**config.mk**
```make
export PLATFORM = sky130hd
export DESIGN_NAME = v_button_bank
export DESIGN_NICKNAME = d
export VERILOG_FILES = /design/src/rtl/v_button_bank.sv
export SDC_FILE = /design/constraint.sdc
export NUM_CORES = 1
export LEC_CHECK = 0
export ABC_CLOCK_PERIOD_IN_PS = 5800
export BUFFER_PORTS_ARGS = -buffer_cell sky130_fd_sc_hd__buf_4
export CORE_ASPECT_RATIO = 2
export CORE_MARGIN = 5
export CORE_UTILIZATION = 43
export DETAILED_ROUTE_END_ITERATION = 8
export GPL_TIMING_DRIVEN = 0
export HOLD_SLACK_MARGIN = 0.12
export SYNTH_ARGS = -nofsm -noshare
export SYNTH_HDL_FRONTEND = slang
export SYNTH_SLANG_ARGS = --single-unit
```
**constraint.sdc**
```tcl
create_clock -name CLK -period 5.8 [get_ports CLK]
set_input_delay 0.87 -clock CLK [delete_from_list [all_inputs] [get_ports CLK]]
set_output_delay 0.87 -clock CLK [all_outputs]
set_load 0.02 [all_outputs]
```
**src/rtl/v_button_bank.sv**
```systemverilog
// Virtual button bank: decodes press/release/tap command chunks into per-button
// held levels with independent tap timers, edge pulses and a saturating error counter.
module v_button_bank #(
  parameter int INTERFACE_RX_CHUNK_TYPE      = 3,
  parameter int RX_CONTENT_BUFFER_BYTE_SIZE  = 3,
  parameter int RX_CONTENT_BUFFER_INDEX_SIZE = 32,
  parameter int NUM_BUTTONS                  = 8,
  parameter int TAP_CYCLES                   = 1000
) (
  input  logic                                     CLK,
  input  logic                                     RST,
  input  logic [7:0]                               rx_chunk_type,
  input  logic [RX_CONTENT_BUFFER_BYTE_SIZE*8-1:0] rx_chunk_bytes,
  input  logic [RX_CONTENT_BUFFER_INDEX_SIZE-1:0]  rx_chunk_byte_size,
  input  logic                                     rx_is_chunk_ready,
  output logic [NUM_BUTTONS-1:0]                   button_held,
  output logic [NUM_BUTTONS-1:0]                   button_press,
  output logic [NUM_BUTTONS-1:0]                   button_release,
  output logic [7:0]                               button_index,
  output logic                                     event_valid,
  output logic                                     cmd_error,
  output logic [7:0]                               error_count
);

  localparam int TW = $clog2(TAP_CYCLES + 1);
  localparam int IW = RX_CONTENT_BUFFER_INDEX_SIZE;

  localparam logic [1:0] ACT_RELEASE = 2'd0;
  localparam logic [1:0] ACT_PRESS   = 2'd1;
  localparam logic [1:0] ACT_TAP     = 2'd2;

  logic                   ready_prev;
  logic                   sample;
  logic                   type_match;
  logic                   is_size1;
  logic                   is_size2;
  logic                   index_ok;
  logic                   action_ok;
  logic                   cmd_ok;
  logic                   cmd_bad;
  logic [7:0]             byte0;
  logic [7:0]             byte1;
  logic [1:0]             action;
  logic [NUM_BUTTONS-1:0] held_next;

  assign byte0      = rx_chunk_bytes[7:0];
  assign byte1      = rx_chunk_bytes[15:8];
  assign sample     = rx_is_chunk_ready && !ready_prev;
  assign type_match = (rx_chunk_type == 8'(INTERFACE_RX_CHUNK_TYPE));
  assign is_size1   = (rx_chunk_byte_size == IW'(1));
  assign is_size2   = (rx_chunk_byte_size == IW'(2));
  assign index_ok   = ({1'b0, byte0} < 9'(NUM_BUTTONS));
  assign action_ok  = is_size1 || (is_size2 && (byte1 <= 8'h02));
  assign cmd_ok     = sample && type_match && index_ok && action_ok;
  assign cmd_bad    = sample && type_match && !(index_ok && action_ok);
  assign action     = is_size2 ? byte1[1:0] : ACT_TAP;

  generate
    if (RX_CONTENT_BUFFER_BYTE_SIZE > 2) begin : g_spare_bytes
      logic unused_bytes;
      assign unused_bytes = ^rx_chunk_bytes[RX_CONTENT_BUFFER_BYTE_SIZE*8-1:16];
    end
  endgenerate

  // Per-button tap timer; a command on the same button overrides an expiry this cycle.
  genvar gi;
  generate
    for (gi = 0; gi < NUM_BUTTONS; gi++) begin : g_btn
      logic [TW-1:0] timer;
      logic          hit;

      assign hit = cmd_ok && (byte0 == 8'(gi));
      assign held_next[gi] = hit ? (action != ACT_RELEASE)
                           : ((timer == TW'(1)) ? 1'b0 : button_held[gi]);

      always_ff @(posedge CLK or posedge RST) begin
        if (RST) begin
          timer <= '0;
        end else if (hit) begin
          timer <= (action == ACT_TAP) ? TW'(TAP_CYCLES) : '0;
        end else if (timer != '0) begin
          timer <= timer - TW'(1);
        end
      end
    end
  endgenerate

  always_ff @(posedge CLK or posedge RST) begin
    if (RST) begin
      // Parked high so a ready level that is already asserted never counts as an edge.
      ready_prev     <= 1'b1;
      button_held    <= '0;
      button_press   <= '0;
      button_release <= '0;
      button_index   <= '0;
      event_valid    <= 1'b0;
      cmd_error      <= 1'b0;
      error_count    <= '0;
    end else begin
      ready_prev     <= rx_is_chunk_ready;
      button_held    <= held_next;
      button_press   <= held_next & ~button_held;
      button_release <= ~held_next & button_held;
      event_valid    <= cmd_ok;
      cmd_error      <= cmd_bad;
      if (cmd_ok) begin
        button_index <= byte0;
      end
      if (cmd_bad && (error_count != 8'hFF)) begin
        error_count <= error_count + 8'd1;
      end
    end
  end

  logic unused_press_const;
  assign unused_press_const = (ACT_PRESS == 2'd1);

endmodule

```
Word level (Yosys, flattened, before mapping)

Index checks and enable logic that the tools add are counted.

RAM bits: 0
ROM bits: 0
Latch bits: 0
Output and inout bits: 42
Register bits after elaboration: 123
Memories: 0

Shifts and indexed selects: 0
Mux-type cells: 34
Add/sub/neg operators: 9
Order comparisons: 2
Multiply operators: 0
Reductions and logical operators: 37
Bitwise gates (word level): 4
Eq/ne operators: 20
Div/mod/pow operators: 0

Operators by type and width:

| cell                                                           | count |
|---|---|
| 2-to-1 mux 10 bit                                              | 17 |
| equality test 10 x 1 -> 1 bit, second input constant           | 8 |
| nonzero test 10 bit                                            | 8 |
| subtractor 10 x 1 -> 10 bit, second input constant             | 8 |
| equality test 32 x 1 -> 1 bit, second input constant           | 1 |
| equality test 32 x 2 -> 1 bit, second input constant           | 1 |
| equality test 8 x 3 -> 1 bit, second input constant            | 4 |
| equality test 8 x 2 -> 1 bit, second input constant            | 3 |
| nonzero test 2 bit                                             | 9 |
| AND 8 bit                                                      | 2 |
| logical AND 1 bit                                              | 16 |
| 2-to-1 mux 1 bit                                               | 16 |
| inverter 8 bit                                                 | 2 |
| adder 8 x 1 -> 8 bit, second input constant                    | 1 |
| equality test 8 x 1 -> 1 bit, second input constant            | 1 |
| less-or-equal comparator 8 x 2 -> 1 bit, second input constant | 1 |
| logical NOT 8 bit                                              | 1 |
| < comparator 8 x 4 -> 1 bit, second input constant             | 1 |
| != test 8 bit, second input constant                           | 1 |
| equality test 2 bit, second input constant                     | 1 |
| logical NOT 1 bit                                              | 2 |
| 2-to-1 mux 2 bit                                               | 1 |
| logical OR 1 bit                                               | 1 |

Longest topological paths before layout

Depth after elaboration: 9
Gate-level depth with buffers: 8
Depth with buffers taken out: 7

Least setup slack after synthesis

Ideal clock, no wire load.

Kind: input to register
Start: in rx_chunk_type[5]
End: reg g_btn[2].timer[6]
Setup slack: 2.703 ns
Buffers on the path: 1
Library setup time: 0.125 ns
Stages: 6
Required time: 5.675 ns
Arrival time: 2.972 ns
Cells stage by stage: or4_4 > or3_1 > buf_2 > a2111oi_4 > nand3_1 > mux2_2

Word-level cells in the longest chain between the ends: 6
Elaborated cells on any way between the ends: 7
Those cells by class: eq/ne: 1; mux: 1; reduce/logical: 5

Ends and longest elaborated chain:

| item                                                           | RTL line | source |
|---|---|---|
| start, declared                                                | 12       | `input logic [7:0] rx_chunk_type,` |
| equality test 8 x 2 -> 1 bit (*)                               | 49       | `assign type_match = (rx_chunk_type == 8'(INTERFACE_RX_CHUNK_TYPE));` |
| logical AND 1 bit (*) (3 in series)                            | 54       | `assign cmd_ok = sample && type_match && index_ok && action_ok;` |
| logical AND 1 bit (*)                                          | 72       | `assign hit = cmd_ok && (byte0 == 8'(gi));` |
| 2-to-1 mux 10 bit / nonzero test 2 bit (equally long branches) | -        |  |
| end signal, assigned                                           | 80       | `timer <= (action == ACT_TAP) ? TW'(TAP_CYCLES) : '0;` |
| end signal, assigned                                           | 82       | `timer <= timer - TW'(1);` |
| end, declared                                                  | 69       | `logic [TW-1:0] timer;` |

Mark *: on every way between the ends. The rest lies on a longest branch, timed or not.
A chain may end at the register's enable or synchronous reset.

Worst setup path after layout

Start: in rx_chunk_type[5]
End: reg button_press[4]

Word-level cells in the longest chain between the ends: 7

Ends and longest elaborated chain:

| item                            | RTL line | source |
|---|---|---|
| equality test 8 x 2 -> 1 bit    | 49       |  |
| logical AND 1 bit (3 in series) | 54       |  |
| logical AND 1 bit               | 72       |  |
| 2-to-1 mux 1 bit                | 73       | `assign held_next[gi] = hit ? (action != ACT_RELEASE)` |
| AND 8 bit                       | 102      | `button_press <= held_next & ~button_held;` |
| end signal, assigned            | 102      |  |
| end, declared                   | 17       | `output logic [NUM_BUTTONS-1:0] button_press,` |

Every way passes these cells.

==> key figures <==
Global routing
  • Pin count of the biggest net entering global routing: 94
  • Global-route wire length before repair: around 29,000 um
  • Initial antenna violation count: 0
  • Number of global-route vias before repair: 6,188
  • GRT Residual Overflow: 0
  • Overall track demand over capacity in global routing: 20.2%

Synth
  • Avg Synthesized Cell Area: between 9 and 10 um^2
  • Post-synthesis sequential area ratio: around 46%
  • Number of warnings issued by yosys: 0
  • Synthesized instance count: 698
  • Fraction of registers with async set/reset: 100%
  • Most used flip-flop cell after synthesis: sky130_fd_sc_hd__dfrtp_1
  • Library cells used by synthesis: 55
  • Count of flip-flops with a built-in enable after synthesis: 0
  • Register bit count reported by yosys: 123
  • Nets in the synthesized netlist: 782
  • Total standard cell area after synthesis: approximately 6600 um^2

Layout
  • Combined area of the multi-input logic cells: 3400 um^2
  • Antenna cell count: 0
  • Final instance count without filler cells: ~1k
  • Fillcell total: between 1k and 1.5k
  • Synthesis-to-finish area growth: 24.2%
  • Most frequent cells in the layout: sky130_fd_sc_hd__dfrtp_1, sky130_fd_sc_hd__buf_4, sky130_fd_sc_hd__nor2_1
  • Most frequent standard cell in the layout excluding fill and tap cells: sky130_fd_sc_hd__dfrtp_1
  • Ratio of cells with drive above 1 in the final layout: 20.6%
  • Area of all placed cells without fillers: just over 8000 um^2
  • Register Area: 3080 um^2
  • Net count of the finished layout: 903
  • Share of the core filled with cells in the final layout: 54.0%

Clock tree
  • Clock edge transition at the registers on the reported setup and hold paths: 0.06 ns
  • Longest Clk Path Bufs: 2
  • CTS tree: built
  • Number of gates given a new drive strength after cts: 0
  • CTS hold repair buffers: 0
  • CTS Root Cell: sky130_fd_sc_hd__clkbuf_16
  • Number of setup buffers added after CTS: 0
  • Clock insertion delay at the later pin of the skew report: 0.43 ns
  • Total CTS buffers: 17
  • Sinks on the clock net: 123
  • H-tree Lvls: 4

Routing
  • Vias after detailed routing: 5,856
  • Number of detailed-routing iterations run before antenna repair: 5
  • Residual DRC count: 0
  • Post-detailed-routing wire length: 17,400 um
  • Vias per std cell: ~5.7
  • First-iteration detailed-routing DRC count: 264
  • Count of antenna-violating nets left after detailed routing: 0
  • Post-DR wirelength/cell: approximately 17 um

Timing
  • Worst path setup slack after routing: 2.27 ns
  • Finish-stage setup viols: 0
  • Worst relative slew slack: 15.1%
  • Max-slew violation count: 0
  • Fin Setup TNS: 0 ns
  • Clock Skews: 0.00885 ns
  • Hold Fails Final Rpt: 0
  • Share of the cycle needed by the critical path after routing: 60.8%
  • Post-route minimum period: 3.53 ns
  • Highest achievable clock rate: 283 MHz
  • Least-Margin Pin Slew: 1.26 ns
  • Setup repair after global routing missed its margin: false
  • Worst hold slack: roughly 0.42 ns

Worst setup path
  • Element type at the critical path start: input port
  • Buffer and inverter count on the worst path: 3
  • Worst reg-to-reg path cell count: 7
  • Kind of cell adding the most delay to the critical path: simple AND/OR/NAND/NOR gates
  • Cells along the critical path: buf_4, or4_4, or3_1, buf_2, nor3_1, buf_2, nand3_1, nor3_1
  • Count of cell instances traversed by the critical path: 8
  • Crit path DAT: 3.84 ns
  • Start-to-end type of the worst setup path: input port to register
  • Peak fanout along the critical path: 10
  • Required time worst endpoint: approximately 6 ns
  • Critical path endpoint category: register
  • Cell with the largest stage delay on the worst path: sky130_fd_sc_hd__nor3_1
  • Delay of the slowest cell on the worst path: 0.92 ns

Floorplanning
  • Total Die Area: 18,200 um^2
  • Starting density of the core: 43.5%
  • Number of placement rows: 64
  • Number of top-level pins: 109
  • Die Span Y: 186 um
  • Core region area: about 15,000 um^2
  • Die Wd: 97.9 um

Power and ir drop
  • Reported leakage power: 3.48 nW
  • Overall power consumption: about 2 mW
  • Pwr/cell area: 235 nW/um^2
  • Peak supply drop: 0.000196 V

Run
  • Max Cap Viol: 0

Status
  • Run status: completed

Place
  • Setup Slack @ Placement: 1.90 ns
  • Number of cells in the design after placement: 998
  • Routability congestion estimate from global placement: 0.846
  • Detailed placement HPWL: 13,300 um
  • Number of buffers added on ports: 100
  • Instance area after placement: 7690 um^2

Min path
  • Worst min path class: input port to async pin
-- area by class of cell --
| type | count | share of cell area (%) |
|---|---|---|
| plain buffers | 21 | 1.03 |
| repair buffers | 102 | 9.51 |
| inverters | 23 | 1.11 |
| clock buffers | 17 | 5.15 |
| flip-flops and latches | 123 | 37.3 |
| multi-input cells | 531 | 41.2 |
| well taps | 198 | 3.00 |
| clock inverters | 15 | 1.70 |
-- synth_stat cells, drive strengths merged (4+ instances only) --
library cell | count | area, um^2
nand4b | 5 | 43.8
nor2 | 70 | 263
o31a | 6 | 52.6
nand4 | 14 | 87.6
or3 | 6 | 37.5
nor3 | 43 | 225
nand3b | 6 | 45.0
xor2 | 16 | 140
o311ai | 4 | 35.0
and3 | 8 | 50.1
nand2 | 43 | 161
dfrtp | 122 | 3050
nand3 | 39 | 205
o31ai | 4 | 30.0
mux2 | 12 | 135
nor2b | 7 | 43.8
ha | 17 | 213
a21boi | 8 | 60.1
and4 | 5 | 43.8
a211oi | 6 | 45.0
o2111ai | 4 | 35.0
and2 | 7 | 43.8
clkbuf | 18 | 67.6
a21oi | 52 | 260
or2 | 5 | 31.3
nand2b | 9 | 56.3
inv | 23 | 86.3
nor3b | 7 | 52.6
nor4 | 31 | 206
o21ai | 21 | 105
mux2i | 16 | 160
or4 | 8 | 63.8
nor4b | 8 | 76.3
a31oi | 7 | 43.8
xnor2 | 21 | 184
-- metal layers --
| metal | wire (um) | GRT usage, % | vias up |
|---|---|---|---|
| li1 | - | - | 2809 |
| met1 | 6870 | 22.4 | 2826 |
| met2 | 9290 | 36.8 | 181 |
| met3 | 711 | 3.98 | 40 |
| met4 | 541 | 9.26 | 0 |
| met5 | 0 | 0 | - |
-- cells by family (layout without fill, tap and decap cells) --
family | after synthesis | count (layout) | synth area share, %
multiplexers | 28 | 28 | 4.44
flip-flops | 123 | 123 | 46.3
AND/OR/NAND/NOR | 325 | 325 | 26.7
buffers and inverters | 44 | 178 | 2.58
XOR/XNOR | 37 | 37 | 4.87
adder cells (fa/ha/maj) | 17 | 17 | 3.20
AO/OA/AOI/OAI | 124 | 124 | 11.9
-- worst paths after layout --
check | slack (ns) | start | endpoint
hold / removal | 0.42 | RST | button_index[7]
setup / recovery | 2.27 | rx_chunk_type[5] | button_press[4]
setup reg to reg | 2.73 | ready_prev | button_press[4]
hold reg to reg | 0.49 | button_index[7] | button_index[7]
min in group CLK | 0.49 | button_index[7] | button_index[7]
max in group asynchronous | 4.63 | RST | g_btn[3].timer[1]
-- power by group --
part / switching [mW] / internal (mW) / total, mW
registers: 0.000743 / 0.859 / 0.860
clock network: 0.415 / 0.594 / 1.01
logic: 0.0410 / 0.0334 / 0.0744
total: 0.457 / 1.49 / 1.94
-- sequential cells by signal (all words and copies together), names as in the netlist --
signal          cells
g_btn.timer        80
button_held         8
button_index        8
button_press        8
button_release      8
error_count         8
cmd_error           1
event_valid         1
ready_prev          1
-- worst reg2reg max path, stage by stage, from the launching register on --
cell and delay (ns):
sky130_fd_sc_hd__dfstp_2 0.36, sky130_fd_sc_hd__nand4b_1 0.29, sky130_fd_sc_hd__or3_1 0.36, sky130_fd_sc_hd__buf_2 0.22
sky130_fd_sc_hd__nor3_1 0.93, sky130_fd_sc_hd__buf_2 0.42, sky130_fd_sc_hd__nand3_1 0.11, sky130_fd_sc_hd__nor3_1 0.28
No activity file was read; power rests on OpenSTA's default activity.
